==> config.mk <==
export PLATFORM = sky130hd
export DESIGN_NAME = control_decode_stage
export DESIGN_NICKNAME = d
export VERILOG_FILES = /design/src/rtl/control_decode_stage.sv
export SDC_FILE = /design/constraint.sdc
export NUM_CORES = 1
export LEC_CHECK = 0
export ABC_AREA = 1
export CAP_MARGIN = 0
export CORE_MARGIN = 2
export CORE_UTILIZATION = 42
export DETAILED_ROUTE_END_ITERATION = 8
export HOLD_SLACK_MARGIN = 0.15
export PLACE_DENSITY = 0.75
export RECOVER_POWER = 50
export SLEW_MARGIN = 0
export SYNTH_ARGS = -nofsm -noshare
export SYNTH_HDL_FRONTEND = slang
export SYNTH_SLANG_ARGS = --single-unit
==> constraint.sdc <==
create_clock -name clk -period 1.55 [get_ports clk]
set_clock_uncertainty 0.05 [all_clocks]
set_input_delay 0.155 -clock clk [delete_from_list [all_inputs] [get_ports clk]]
set_output_delay 0.155 -clock clk [all_outputs]
set_load 0.02 [all_outputs]
==> src/rtl/control_decode_stage.sv <==
// control_decode_stage
//   Registered main decoder for a 5-stage RV32I pipeline. The opcode and
//   funct fields of the instruction in ID are decoded combinationally and
//   captured into the ID/EX control register on each rising clock edge.
//   Flush loads a bubble, Stall holds the register, and illegal encodings
//   are flagged and counted.
//
// Ports
//   clk, rst          clock and synchronous active-high reset
//   InValid           ID holds a valid instruction
//   Stall             hold the ID/EX control register (counter frozen)
//   Flush             load a bubble; wins over Stall
//   Op/funct3/funct7  instruction fields from ID
//   ExValid           EX holds a valid, legal instruction
//   RegWrite, ALUSrc, MemWrite, ResultSrc, Branch, Jump, ImmSrc, ALUControl
//                     registered control for EX and later stages
//   Illegal           an illegal instruction was loaded into EX
//   IllegalCount      saturating count of illegal instructions loaded
module control_decode_stage #(
  parameter int ALUCTRL_W = 4,
  parameter bit EN_JUMP   = 1'b1,
  parameter int ILLCNT_W  = 8
) (
  input  logic                 clk,
  input  logic                 rst,
  input  logic                 InValid,
  input  logic                 Stall,
  input  logic                 Flush,
  input  logic [6:0]           Op,
  input  logic [2:0]           funct3,
  input  logic [6:0]           funct7,
  output logic                 ExValid,
  output logic                 RegWrite,
  output logic                 ALUSrc,
  output logic                 MemWrite,
  output logic [1:0]           ResultSrc,
  output logic                 Branch,
  output logic                 Jump,
  output logic [2:0]           ImmSrc,
  output logic [ALUCTRL_W-1:0] ALUControl,
  output logic                 Illegal,
  output logic [ILLCNT_W-1:0]  IllegalCount
);

  localparam logic [6:0] OP_LOAD   = 7'b0000011;
  localparam logic [6:0] OP_STORE  = 7'b0100011;
  localparam logic [6:0] OP_R      = 7'b0110011;
  localparam logic [6:0] OP_I      = 7'b0010011;
  localparam logic [6:0] OP_BRANCH = 7'b1100011;
  localparam logic [6:0] OP_JAL    = 7'b1101111;
  localparam logic [6:0] OP_JALR   = 7'b1100111;

  localparam logic [3:0] ALU_ADD  = 4'b0000;
  localparam logic [3:0] ALU_SUB  = 4'b0001;
  localparam logic [3:0] ALU_AND  = 4'b0010;
  localparam logic [3:0] ALU_OR   = 4'b0011;
  localparam logic [3:0] ALU_XOR  = 4'b0100;
  localparam logic [3:0] ALU_SLT  = 4'b0101;
  localparam logic [3:0] ALU_SLTU = 4'b0110;
  localparam logic [3:0] ALU_SLL  = 4'b0111;
  localparam logic [3:0] ALU_SRL  = 4'b1000;
  localparam logic [3:0] ALU_SRA  = 4'b1001;

  localparam logic [6:0] F7_ZERO = 7'b0000000;
  localparam logic [6:0] F7_ALT  = 7'b0100000;

  typedef struct packed {
    logic       valid;
    logic       regwrite;
    logic       alusrc;
    logic       memwrite;
    logic [1:0] resultsrc;
    logic       branch;
    logic       jump;
    logic [2:0] immsrc;
    logic [3:0] aluop;
    logic       illegal;
  } ctrl_t;

  ctrl_t               ctrl_reg;
  ctrl_t               ctrl_next;
  logic [ILLCNT_W-1:0] illcnt_reg;

  // Shared R/I arithmetic decode. SUB exists only for R-type; for I-type
  // funct7 is immediate bits except on the shift-right encodings.
  function automatic logic [3:0] arith_op(input logic [2:0] f3, input logic is_r,
                                          input logic alt);
    logic [3:0] r;
    r = ALU_ADD;
    case (f3)
      3'b000:  r = (is_r && alt) ? ALU_SUB : ALU_ADD;
      3'b001:  r = ALU_SLL;
      3'b010:  r = ALU_SLT;
      3'b011:  r = ALU_SLTU;
      3'b100:  r = ALU_XOR;
      3'b101:  r = alt ? ALU_SRA : ALU_SRL;
      3'b110:  r = ALU_OR;
      default: r = ALU_AND;
    endcase
    return r;
  endfunction

  always_comb begin
    logic bad;
    ctrl_next = '0;
    bad       = 1'b0;
    case (Op)
      OP_LOAD: begin
        ctrl_next.regwrite  = 1'b1;
        ctrl_next.alusrc    = 1'b1;
        ctrl_next.resultsrc = 2'b01;
        ctrl_next.immsrc    = 3'b000;
        ctrl_next.aluop     = ALU_ADD;
        bad = (funct3 == 3'b011) || (funct3 == 3'b110) || (funct3 == 3'b111);
      end
      OP_STORE: begin
        ctrl_next.alusrc   = 1'b1;
        ctrl_next.memwrite = 1'b1;
        ctrl_next.immsrc   = 3'b001;
        ctrl_next.aluop    = ALU_ADD;
        bad = (funct3 > 3'b010);
      end
      OP_R: begin
        ctrl_next.regwrite = 1'b1;
        ctrl_next.aluop    = arith_op(funct3, 1'b1, funct7[5]);
        bad = ((funct7 != F7_ZERO) && (funct7 != F7_ALT)) ||
              ((funct7 == F7_ALT) && (funct3 != 3'b000) && (funct3 != 3'b101));
      end
      OP_I: begin
        ctrl_next.regwrite = 1'b1;
        ctrl_next.alusrc   = 1'b1;
        ctrl_next.immsrc   = 3'b000;
        // funct7[5] selects SRA only on the shift-right encoding
        ctrl_next.aluop    = arith_op(funct3, 1'b0, (funct3 == 3'b101) && funct7[5]);
        bad = ((funct3 == 3'b001) && (funct7 != F7_ZERO)) ||
              ((funct3 == 3'b101) && (funct7 != F7_ZERO) && (funct7 != F7_ALT));
      end
      OP_BRANCH: begin
        ctrl_next.branch = 1'b1;
        ctrl_next.immsrc = 3'b010;
        ctrl_next.aluop  = ALU_SUB;
        bad = (funct3 == 3'b010) || (funct3 == 3'b011);
      end
      OP_JAL: begin
        ctrl_next.regwrite  = 1'b1;
        ctrl_next.jump      = 1'b1;
        ctrl_next.resultsrc = 2'b10;
        ctrl_next.immsrc    = 3'b011;
        bad = !EN_JUMP;
      end
      OP_JALR: begin
        ctrl_next.regwrite  = 1'b1;
        ctrl_next.jump      = 1'b1;
        ctrl_next.alusrc    = 1'b1;
        ctrl_next.resultsrc = 2'b10;
        ctrl_next.immsrc    = 3'b000;
        ctrl_next.aluop     = ALU_ADD;
        bad = !EN_JUMP || (funct3 != 3'b000);
      end
      default: bad = 1'b1;
    endcase
    // An illegal instruction travels down the pipe as a flagged bubble
    if (bad) begin
      ctrl_next         = '0;
      ctrl_next.illegal = 1'b1;
    end else begin
      ctrl_next.valid = 1'b1;
    end
  end

  always_ff @(posedge clk) begin
    if (rst) begin
      ctrl_reg   <= '0;
      illcnt_reg <= '0;
    end else if (Flush) begin
      ctrl_reg <= '0;
    end else if (Stall) begin
      ctrl_reg <= ctrl_reg;
    end else if (InValid) begin
      ctrl_reg <= ctrl_next;
      if (ctrl_next.illegal && (illcnt_reg != {ILLCNT_W{1'b1}}))
        illcnt_reg <= illcnt_reg + ILLCNT_W'(1);
    end else begin
      ctrl_reg <= '0;
    end
  end

  assign ExValid          = ctrl_reg.valid;
  assign RegWrite         = ctrl_reg.regwrite;
  assign ALUSrc           = ctrl_reg.alusrc;
  assign MemWrite         = ctrl_reg.memwrite;
  assign ResultSrc        = ctrl_reg.resultsrc;
  assign Branch           = ctrl_reg.branch;
  assign Jump             = ctrl_reg.jump;
  assign ImmSrc           = ctrl_reg.immsrc;
  assign Illegal          = ctrl_reg.illegal;
  assign IllegalCount     = illcnt_reg;
  assign ALUControl[3:0]  = ctrl_reg.aluop;

  // Widths above the 4-bit op code are always zero
  genvar gi;
  generate
    for (gi = 4; gi < ALUCTRL_W; gi++) begin : g_alu_pad
      assign ALUControl[gi] = 1'b0;
    end
  endgenerate

endmodule

# Word-level counts from Yosys, hierarchy flattened
# Index checks and enable logic that the tools add are counted.
[word_totals] register_bits=24 out_inout_bits=24
[classes] n_addsub=1 n_lt_le_gt_ge=1 eq_ne=18 mux=17 bitwise=2 reduce_logical=21
[op_table] operator="case mux 4 bit (7 select lines)" n=2
[op_table] operator="== test 7 x 6 -> 1 bit (second input constant)" n=3
[op_table] operator="== test 7 bit (second input constant)" n=3
[op_table] operator="2-to-1 mux 16 bit" n=1
[op_table] operator="2-to-1 mux 15 bit" n=1
[op_table] operator="== test 3 bit (second input constant)" n=4
[op_table] operator="case mux 4 bit (3 select lines)" n=1
[op_table] operator="2-to-1 mux 1 bit" n=9
[op_table] operator="adder 8 x 1 -> 8 bit (second input constant)" n=1
[op_table] operator="logical AND 1 bit" n=8
[op_table] operator="!= test 8 bit (second input constant)" n=1
[op_table] operator="== test 7 x 2 -> 1 bit (second input constant)" n=1
[op_table] operator="== test 7 x 5 -> 1 bit (second input constant)" n=1
[op_table] operator="!= test 7 x 6 -> 1 bit (second input constant)" n=1
[op_table] operator="case mux 1 bit (7 select lines)" n=1
[op_table] operator="nonzero test 7 bit" n=1
[op_table] operator="== test 3 x 2 -> 1 bit (second input constant)" n=2
[op_table] operator="case mux 2 bit (3 select lines)" n=1
[op_table] operator="logical OR 1 bit" n=5
[op_table] operator="OR reduction 5 bit" n=1
[op_table] operator="case mux 2 bit (2 select lines)" n=1
[op_table] operator="AND reduction 4 bit" n=1
[op_table] operator="OR reduction 2 bit" n=2
[op_table] operator="OR reduction 4 bit" n=1
[op_table] operator="6 further kinds" n=7

# Logic depth before layout (Yosys ltp)
[depth] depth_word=8 mapped_depth=14 ltp_nobuf=13

# Least setup slack after synthesis
# OpenSTA, ideal clock, no wires.
[synth_timing] path_kind="register -> register" startpoint="register illcnt_reg[0], in the netlist IllegalCount[0]" endpoint="register illcnt_reg[6], in the netlist IllegalCount[6]" setup_time_ps=110 arrival_ps=1459 required_ps=1390 slack_ps=-70 stages_incl_launch_ff=13 path_buffers=0 synth_period_minus_slack_ps=1620 cell_sequence="dfxtp_1 ha_1 nand2_1 nor2_1 nand3_1 nand2_1 inv_1 nand2_1 inv_1 nand3_1 nand2_1 inv_1 nor2_1"
[synth_via] elab_chain_len=3
[synth_lines] item="from (decl)" line_no="82" text="logic [ILLCNT_W-1:0] illcnt_reg;"
[synth_lines] item="from (signal assigned)" line_no="182" text="illcnt_reg <= illcnt_reg + ILLCNT_W'(1);"
[synth_lines] item="parallel branches: the longest is 3 deep, another holds adder 8 x 1 -> 8 bit"
# Several ways; the timed one is not identified.
# A chain may end at the register's enable or synchronous reset.

# Final worst setup path
[layout_timing] startpoint="register illcnt_reg[1], in the netlist IllegalCount[1]" endpoint="register illcnt_reg[6], in the netlist IllegalCount[6]"
# Same word-level chain as after synthesis.

==> metrics.yaml <==
die:
  dieArea_sq_um: 4180
  core_area_sq_um: 3610
  rows: 22
  die_x_microns: 64.7
  start_util: 0.429
  io_pins: 46
  die_y_microns: 64.7
logic_synthesis:
  synth_seq_cells: 22
  synth_largest_area_cell: "dfxtp_1"
  ys_warn_count: 0
  synth.cell_area_sq_um: 1550
  netlist.area_leader.share: 0.285
  seq_area_frac_synth: 0.285
  syn-num-nets: 279
  synth_cells: 256
  synth.area.top_cells: "dfxtp_1 28%, nand2_1 15%, nand3_1 9.1%"
  postSynthAreaPerCell_sq_um: 6.04
  synth_cell_type_count: 27
route:
  drc: 0
  viasPerCell: 4.95
  drtPass1Iterations: 4
  detail_route.wl_per_cell_microns: 11.7
  drt_iter0_drc: 119
  final_antenna_net_count: 0
  drt-total-wl_mm: 4.50
  vias: 1912
critical_path:
  cp-start-kind: "register"
  cp_cell_sequence: "ha_2 -> nand2_2 -> nor2_4 -> nand3_2 -> nand2_4 -> inv_2 -> nand2_1 -> inv_1 -> nand3_1 -> nand2_1 -> inv_1 -> nor2_1"
  critPathKind: "register to register"
  crit_required_ps: 1670
  slowest_stage: "dfxtp_2"
  cp_max_fo: 6
  crit_arrival_ps: 1630
  max_stage_delay_ps: 340
  r2r_cells: 12
  critPathCaptureType: "register"
final_layout:
  design_area_sq_um: 2510
  final_cells: 386
  n_antenna_cell: 0
  layout_commonest_cell: "nand2_1"
  multi_input_area_sq_um: 1000
  nFillCells: 294
  drive_above_1_share: 0.296
  area_delta_synth_final_pct: 62.5
  most-common-layout-cells: "55 x nand2_1, 41 x buf_4, 34 x inv_1, 26 x nand3_1, 23 x clkdlybuf4s50_1"
  nets: 363
  regArea_sq_um: 443
global_route:
  grt_max_degree: 17
  met3_usage: 0.0226
  grt_most_used_layer: "met2"
  antenna_found_initial: 0
  grt_pass1_vias: 1639
  grtUsageTotal: 0.204
  grt_remaining_overflow: 0
  use_met2: 0.354
  use_met1: 0.270
  grt_pass1_wl_mm: 6.97
placed_design:
  port_buffers: 44
  place_congestion: 0.810
  dp_hpwl_mm: 3.04
  place_area_sq_um: 2260
  dpl.cell_count: 374
clocking:
  cts_hold_buf: 0
  htreeDepth: 1
  cts_buffer_depth: 2
  clk_pin_slew_ps: 80
  cts_buffers: 3
  root_buffer: "clkbuf_8"
  cts_tree: "done"
  clock_latency_ps: 260
  clock-sinks: 22
timing:
  hold_violations: 0
  setup_viol: 0
  rsz0062_at_grt: "true"
  period_needed_ps: 1520
  holdWs_ps: 414
  report.final.slew_viol_count: 0
  finalCritPeriodShare: 0.978
  tns_ps: 0
  fmax_mhz: 660
worst_hold_path:
  hold_depth: 2
  min_path_type: "register to register"
power:
  power_density_nw_per_um2: 478
  p_leak_nw: 1.21
  irDropWorstVdd_mv: 0.255
  finalPower_mw: 1.20
run:
  drv_cap: 0
status:
  status: "finished clean"
==> power by group <==
part,switching (mW),total [mW],internal (mW)
logic,0.154,0.281,0.127
clock network,0.175,0.348,0.173
registers,0.00250,0.572,0.569
total,0.332,1.20,0.869
==> cells in the mapped netlist <==
cell / instances
o211ai_1: 2
nand3_2: 2
buf_2: 3
nand3b_1: 1
nor2_1: 29
o21ai_1: 1
buf_8: 1
a21oi_1: 19
buf_6: 1
inv_2: 8
nand2_2: 6
conb_1: 1
inv_1: 36
nand2_1: 61
nor2_4: 4
nor3_1: 5
nor2_2: 4
clkbuf_1: 2
nor3_2: 1
ha_1: 1
nand2_4: 1
nand3_1: 28
o21ai_0: 4
buf_4: 2
nand4_1: 10
dfxtp_1: 22
clkinv_1: 1
==> timing repair <==
action	in CTS	in global routing
pin swaps	12	14
hold endpoints to repair	0	0
endpoints found under the setup margin	22	24
buffers inserted	3	4
gates resized for setup	25	33
cloned	1	1
==> sequential cells by signal, indices dropped and copies added, names as in the netlist <==
signal,cells
ALUControl,4
ALUSrc,1
Branch,1
ExValid,1
Illegal,1
IllegalCount,8
ImmSrc,2
MemWrite,1
RegWrite,1
ResultSrc,2
==> critical path: cells and delay by family (launching register included) <==
kind | cells | cell delay (ps)
and+or+nand+nor | 8 | 680
DFF | 1 | 340
adders and majority gates | 1 | 190
buffers and inverters | 3 | 170
==> layout make-up <==
class / count / area share
Clock buffer: 3 / 0.0164
Timing Repair Buffer: 87 / 0.315
Sequential cell: 22 / 0.176
Tap cell: 48 / 0.0239
Multi-Input combinational cell: 181 / 0.400
Inverter: 45 / 0.0682
==> cell families after synthesis <==
group	synth area share
adders and majority gates	0.00809
buffers and inverters	0.150
DFF	0.285
and+or+nand+nor	0.467
other	0.00242
AOI/OAI and AO/OA	0.0874
==> path summary, 6_finish.rpt <==
| kind | end | slack (ps) | start |
|---|---|---|---|
| hold / removal | ALUSrc$_SDFFE_PP0N_ | 410 | ALUSrc$_SDFFE_PP0N_ |
| setup reg to reg | IllegalCount[6]$_SDFFE_PP0P_ | 30 | IllegalCount[1]$_SDFFE_PP0P_ |
| setup / recovery | IllegalCount[6]$_SDFFE_PP0P_ | 30 | IllegalCount[1]$_SDFFE_PP0P_ |
| hold reg to reg | ALUSrc$_SDFFE_PP0N_ | 410 | ALUSrc$_SDFFE_PP0N_ |
==> through the flow <==
step | worst slack (ps) | util
3_3_place_gp | -366 | 0.627
3_5_place_dp | -458 | 0.627
4_1_cts | 2.82 | 0.661
6_report | 34.5 | 0.697
2_1_floorplan | 34.9 | -
5_1_grt | -52.7 | 0.697
==> routing by layer <==
metal  vias up  wire length [microns]
met5         -                      0
met4         0                     60
met3         8                    193
met2        70                   2260
met1       860                   1990
li1        974                      -
Power figures use the tool's default switching activity.
